$ cat src/rtl/overflow_event_tracker_pkg.sv
// Shared types and default widths for the overflow event tracker.
package overflow_tracker_pkg;

  localparam int DEF_CNT_W = 8;
  localparam int DEF_VAL_W = 4;

  typedef enum logic [1:0] {
    IDLE     = 2'd0,
    COUNTING = 2'd1,
    ALERT    = 2'd2
  } state_t;

endpackage

$ cat src/rtl/overflow_event_tracker_rise_detect.sv
// Rising-edge detector for a level flag: one-cycle pulse when d goes 0->1.
// A flag already high when reset releases produces a pulse on the first edge.
module rise_detect (
  input  logic clk,
  input  logic reset,
  input  logic d,
  output logic rise
);

  logic d_q;

  // Delayed copy of the flag, tracked every cycle regardless of the consumer's state.
  always_ff @(posedge clk) begin
    if (reset) d_q <= 1'b0;
    else       d_q <= d;
  end

  assign rise = d & ~d_q;

endmodule

$ cat src/rtl/overflow_event_tracker.sv
// Counts rising edges of the upstream overflow flag, snapshots the counter
// value at each counted event and raises a held interrupt at a threshold.
module overflow_event_tracker
  import overflow_tracker_pkg::*;
#(
  parameter int CNT_W = DEF_CNT_W,
  parameter int VAL_W = DEF_VAL_W
) (
  input  logic             clk,
  input  logic             reset,
  input  logic [VAL_W-1:0] counter_in,
  input  logic             overflow_in,
  input  logic             arm,
  input  logic [CNT_W-1:0] thresh,
  input  logic             ack,
  output logic [CNT_W-1:0] event_count,
  output logic [VAL_W-1:0] last_value,
  output logic             sat,
  output logic             irq,
  output logic             busy
);

  localparam logic [CNT_W-1:0] CNT_MAX = '1;

  state_t           state;
  logic             ev;
  logic [CNT_W-1:0] cnt_inc;
  logic [CNT_W-1:0] cnt_ack;

  rise_detect u_ovf_rise (
    .clk   (clk),
    .reset (reset),
    .d     (overflow_in),
    .rise  (ev)
  );

  // Saturating increment; at all-ones the count simply holds.
  assign cnt_inc = (event_count == CNT_MAX) ? event_count : event_count + 1'b1;

  // Count after an ack: an event in the ack cycle still counts if we stay armed.
  assign cnt_ack = (arm && ev) ? CNT_W'(1) : '0;

  // Tracker FSM; all outputs registered, sat mirrors the all-ones count.
  always_ff @(posedge clk) begin
    if (reset) begin
      state       <= IDLE;
      event_count <= '0;
      last_value  <= '0;
      sat         <= 1'b0;
      irq         <= 1'b0;
      busy        <= 1'b0;
    end else begin
      unique case (state)
        IDLE: begin
          // Events are ignored here, including one in the arming cycle.
          if (arm) begin
            state       <= COUNTING;
            busy        <= 1'b1;
            event_count <= '0;
            sat         <= 1'b0;
          end
        end
        COUNTING: begin
          if (ev) begin
            event_count <= cnt_inc;
            sat         <= &cnt_inc;
            last_value  <= counter_in;
          end
          // Disarm takes priority over a threshold hit in the same cycle.
          if (!arm) begin
            state <= IDLE;
            busy  <= 1'b0;
          end else if (ev && (thresh != '0) && (cnt_inc == thresh)) begin
            state <= ALERT;
            irq   <= 1'b1;
          end
        end
        ALERT: begin
          if (ev) last_value <= counter_in;
          if (ack) begin
            irq         <= 1'b0;
            event_count <= cnt_ack;
            sat         <= &cnt_ack;
            state       <= arm ? COUNTING : IDLE;
            busy        <= arm;
          end else if (ev) begin
            event_count <= cnt_inc;
            sat         <= &cnt_inc;
          end
        end
        default: begin
          state <= IDLE;
          busy  <= 1'b0;
          irq   <= 1'b0;
        end
      endcase
    end
  end

endmodule

$ cat config.mk
export PLATFORM = sky130hd
export DESIGN_NAME = overflow_event_tracker
export DESIGN_NICKNAME = d
export VERILOG_FILES = /design/src/rtl/overflow_event_tracker_pkg.sv /design/src/rtl/overflow_event_tracker_rise_detect.sv /design/src/rtl/overflow_event_tracker.sv
export SDC_FILE = /design/constraint.sdc
export NUM_CORES = 1
export LEC_CHECK = 0
export CORE_ASPECT_RATIO = 0.8
export CORE_MARGIN = 10
export CORE_UTILIZATION = 50
export DETAILED_ROUTE_END_ITERATION = 8
export GPL_ROUTABILITY_DRIVEN = 0
export HOLD_SLACK_MARGIN = 0.06
export PLACE_DENSITY = 0.81
export SETUP_SLACK_MARGIN = 0.1
export SLEW_MARGIN = 10
export SYNTH_ARGS = -nofsm -noshare
export SYNTH_HDL_FRONTEND = slang
export SYNTH_SLANG_ARGS = --single-unit
$ cat constraint.sdc
create_clock -name clk -period 4.3 [get_ports clk]
set_clock_uncertainty 0.05 [all_clocks]
set_input_delay 0.645 -clock clk [delete_from_list [all_inputs] [get_ports clk]]
set_output_delay 0.645 -clock clk [all_outputs]
set_load 0.1 [all_outputs]
== Yosys cells after proc, flatten, opt, wreduce, memory -nomap -nowiden ==
Cells that the tools add are included.
Operators by class
  add/sub/neg operators: 1
  eq/ne operators: 10
  multiplexer cells: 24
  bitwise gates (word level): 3
  reduce and logical (&&, ||, !) cells: 14
Operators by type and width (count)
  $mux 8: 4
  $pmux 8 s3: 1
  $reduce_and 8->1: 2
  $mux 1: 11
  $ne 2x2->1 const B: 5
  $pmux 1 s3: 3
  $add 8x1->8 const B: 1
  $eq 8x8->1: 1
  $eq 8x8->1 const B: 1
  $mux 2: 4
  $reduce_bool 8->1: 1
  $pmux 2 s3: 1
  $reduce_and 3->1: 2
  $reduce_and 2->1: 2
  $reduce_and 4->1: 1
  $logic_and 1x1->1: 3
  $ne 3x3->1 const B: 1
  $reduce_bool 3->1: 1
  $eq 2x1->1 const B: 1
  $eq 2x2->1 const B: 1
  $logic_not 2->1: 1
  $not 1->1: 2
  $reduce_or 2->1: 1
  $and 1x1->1: 1
Storage, ports and cells
  bits in registers: 18
  input port bits: 17
  word-level logic and storage cells: 59

== Logic depth before layout (Yosys ltp) ==
  depth in word-level cells: 7
  mapped depth: 9

== Cells and area by module ==
Synthesis repeated with hierarchy kept, for this count alone.
Second synthesis, totals
  cell total of the unflattened synthesis: 182
  area, all modules: 1408.9 sq um
Modules (own cells, without submodules)
  overflow_event_tracker: instances 1, cells an instance 179, area an instance 1361.3 sq um
  rise_detect: instances 1, cells an instance 3, area an instance 47.5 sq um

== Least setup slack after synthesis ==
Ideal clock, no wire load.
  kind: register to register
  start point: reg event_count[1]
  end point: reg state[1]
  setup time: 117 ps
  data arrival time: 2984 ps
  required time: 4133 ps
  setup slack: 1150 ps
  stages on the path, launching flop included: 9
  path buffers: 0
  clock period less this slack: 3150 ps
  cell sequence: dfxtp_1 -> ha_1 -> nand2_2 -> or4_1 -> o221ai_1 -> o311ai_1 -> nor3_2 -> o22ai_1 -> a22o_1
On the way
  longest elaborated chain between the ends: 6
  elaborated cells between the ends (all ways): 7
RTL lines
  start, declared: line overflow_event_tracker.sv:16  | output logic [CNT_W-1:0] event_count,
  start signal, assigned: line overflow_event_tracker.sv:65  | event_count <= cnt_inc;
  start signal, assigned: line overflow_event_tracker.sv:82  | event_count <= cnt_ack;
  start signal, assigned: line overflow_event_tracker.sv:87  | event_count <= cnt_inc;
  $add 8x1->8 / $eq 8x8->1 (equally long branches): line overflow_event_tracker.sv:38  | assign cnt_inc = (event_count == CNT_MAX) ? event_count : event_count + 1'b1;
  $mux 8 *: line overflow_event_tracker.sv:38
  $eq 8x8->1 *: line overflow_event_tracker.sv:73  | end else if (ev && (thresh != '0) && (cnt_inc == thresh)) begin
  $logic_and 1x1->1 *: line overflow_event_tracker.sv:73
  $ne 3x3->1 (no source line) *
  $reduce_and 3->1 (no source line) *
  end signal, assigned: line overflow_event_tracker.sv:84  | state <= arm ? COUNTING : IDLE;
  end, declared: line overflow_event_tracker.sv:25  | state_t state;
Mark *: on every way between the ends. The rest lies on a longest branch, timed or not.
A chain may end at the register's enable or synchronous reset.

== Final worst setup path ==
  start point: reg event_count[7]
  end point: out event_count[7]
No word-level cell between the ends.

==> flow_metrics.tcl <==
set metrics [dict create \
    crit_fanout 13 \
    critPathKind "flip-flop to output pin" \
    yosysSeqAreaShare_pct 27.51 \
    reg2reg_depth 8 \
    endpoint_kind "output pin" \
    critical_path_cell_count 1 \
    p_leak_nw 0.5333 \
    die_x_um 77.23 \
    vias_per_cell 6.235 \
    synth_top_area_share_pct 27.51 \
    wire_per_inst_um 16.29 \
    multi_input_area_um2 878.3 \
    irDropWorstVdd_uv 193.3 \
    yosysTopAreaCell "dfxtp_1" \
    cts_tree "yes" \
    clock_latency_ns 0.30 \
    grt_max_degree 18 \
    core_um2 2482 \
    numCtsBuffers 3 \
    nFillCells 235 \
    n_antenna_cell 0 \
    finalSetupViolations 0 \
    holdBufCountCts 0 \
    syn2layout_area_growth_pct 26.46 \
    rsz0062_at_grt "no" \
    regArea_um2 360.3 \
    vias 1484 \
    tns_ns 0 \
    ys_types 46 \
    drive_gt1_share_pct 3.960 \
    worstPathArrival_ns 2.12 \
    fp.dieArea_um2 5080 \
    synthTopCellsByArea "dfxtp_1, a21oi_1, ha_1, nand3_1, nor3_1" \
    holdPathStages 2 \
    layoutNonFillerInstCount 238 \
    final_nets 225 \
    final_antenna_net_count 0 \
    drt_iter0_drc 217 \
    finalHoldViolCount 0 \
    dp_hpwl_mm 2.980 \
    ys_seq_elements 18 \
    start_util_pct 52.77 \
    grt_first_pass_wirelength_mm 6.410 \
    worst_pin_slew_ns 0.9783 \
    maxCapViolCount 0 \
    drv_slew 0 \
    fin_util_pct 66.73 \
    clockRootBuffer "clkbuf_4" \
    crit_slowest_cell "clkdlybuf4s50_1" \
    cts_max_path_buffers 2 \
    post_dp_cell_area_um2 1620 \
    status "finished clean" \
    rrSetupSlack_ns 1.49 \
    path_cells "clkdlybuf4s50_1" \
    grt_pass1_vias 1325 \
    synth_flop_cell "dfxtp_1" \
    drt-total-wl_mm 3.877 \
    reg2reg_from "event_count[0]" \
    cts.sinks 18 \
    syn_area_um2 1310 \
    setup_ws_ns 1.481 \
    synthTopCellsByCount "dfxtp_1, nor2_1, a21oi_1, nand2_1" \
    overflow 0 \
    dp.cells 234 \
    powerDensity_nw_per_um2 221.5 \
    max_freq_ghz 0.3547 \
    synth_edf_count 0 \
    pin_count 32 \
    syn_nets 198 \
    place_ws_ns 1.343 \
    firstDrtPassIters 6 \
    postLayoutCellArea_um2 1657 \
    cp-startpoint "event_count[7]" \
    fin_crit_sh_pct 65.56 \
    h-tree-depth 1 \
    antenna_found_initial 0 \
    yosysMostFrequentCell "dfxtp_1" \
    max_stage_delay_ns 1.22 \
    critPathTopFamily "buffers and inverters" \
    yosys_warnings 0 \
    worstPathRequired_ns 3.61 \
    period_needed_ns 2.819 \
    post_cts_buffers 0 \
    port_buffers 31 \
    async_flop_share_pct 0 \
    rows 16 \
    slew_headroom_pct 34.57 \
    cp-start-kind "flip-flop" \
    die_h_um 65.78 \
    grtUsageTotal_pct 14.87 \
    drc 0 \
    min_from "last_value[3]" \
    syn_avg_cell_area_um2 7.443 \
    post_synth_inst_count 176 \
    cp_num_buf_inv 1 \
    holdCritPathClass "flip-flop to flip-flop" \
    cts_resized 0 \
    clk_pin_slew_worst_paths_ns 0.10 \
]
per-layer routing:
metal	global-route usage (%)	vias to the layer above	routed length [um]
li1	-	709	-
met1	20.09	681	1669
met2	23.33	84	1753
met3	4.755	10	404
met4	1.364	0	49
met5	0	-	0
metrics by stage:
step	hold WS (ns)	total power, W
2_1_floorplan	0.4287	0.0002304
3_3_place_gp	0.3934	0.0002587
3_5_place_dp	0.4021	0.0002618
4_1_cts	0.4166	0.0003666
5_1_grt	0.4412	0.0003804
6_report	0.4121	0.0003669
report_power, final:
group	leakage, nW	switching [W]	total [W]	internal [W]
registers	0.146	0.00000279	0.000173	0.000171
clock network	0.0210	0.0000554	0.000107	0.0000517
logic	0.366	0.0000527	0.0000863	0.0000335
total	0.533	0.000111	0.000367	0.000256
cells in the final DEF, fill, tap and decap left out, drive strengths merged, types with 4 or more instances in the layout:
master and n:
nand3 12, clkdlybuf4s50 31, clkbuf 4, nor2 16, ha 5, nor3 13, o211ai 4, dfxtp 18
xnor2 6, nand2 14, inv 7, a21oi 13, nor2b 5, o21ai 12
registers in the layout, indices dropped and copies added, names as in the netlist:
signal,count
busy,1
u_ovf_rise.d_q,1
event_count,8
last_value,4
sat,1
irq,1
state,2
kinds of logic (layout without fill, tap and decap cells):
group / after synthesis / after routing / share of synthesized area [%]
DFF: 18 / 18 / 27.51
adders and majority gates: 5 / 5 / 4.776
xor gates and xnor gates: 8 / 8 / 5.349
muxes: 1 / 1 / 0.8595
AOI/OAI and AO/OA: 55 / 55 / 27.51
and+or+nand+nor: 73 / 73 / 28.56
buffers and inverters: 16 / 42 / 5.443
final cells by class:
class | instances | area share, %
Clock buffer | 4 | 2.190
Tap cell | 36 | 2.719
Sequential cell | 18 | 21.75
Multi-Input combinational cell | 142 | 53.02
Timing Repair Buffer | 31 | 18.73
Inverter | 7 | 1.586
final timing paths:
path	end
worst min-delay path	last_value[3]
worst max register to register	state[1]
worst min register to register	last_value[3]
worst max-delay path	event_count[7]
No activity file was read; power rests on OpenSTA's default activity.
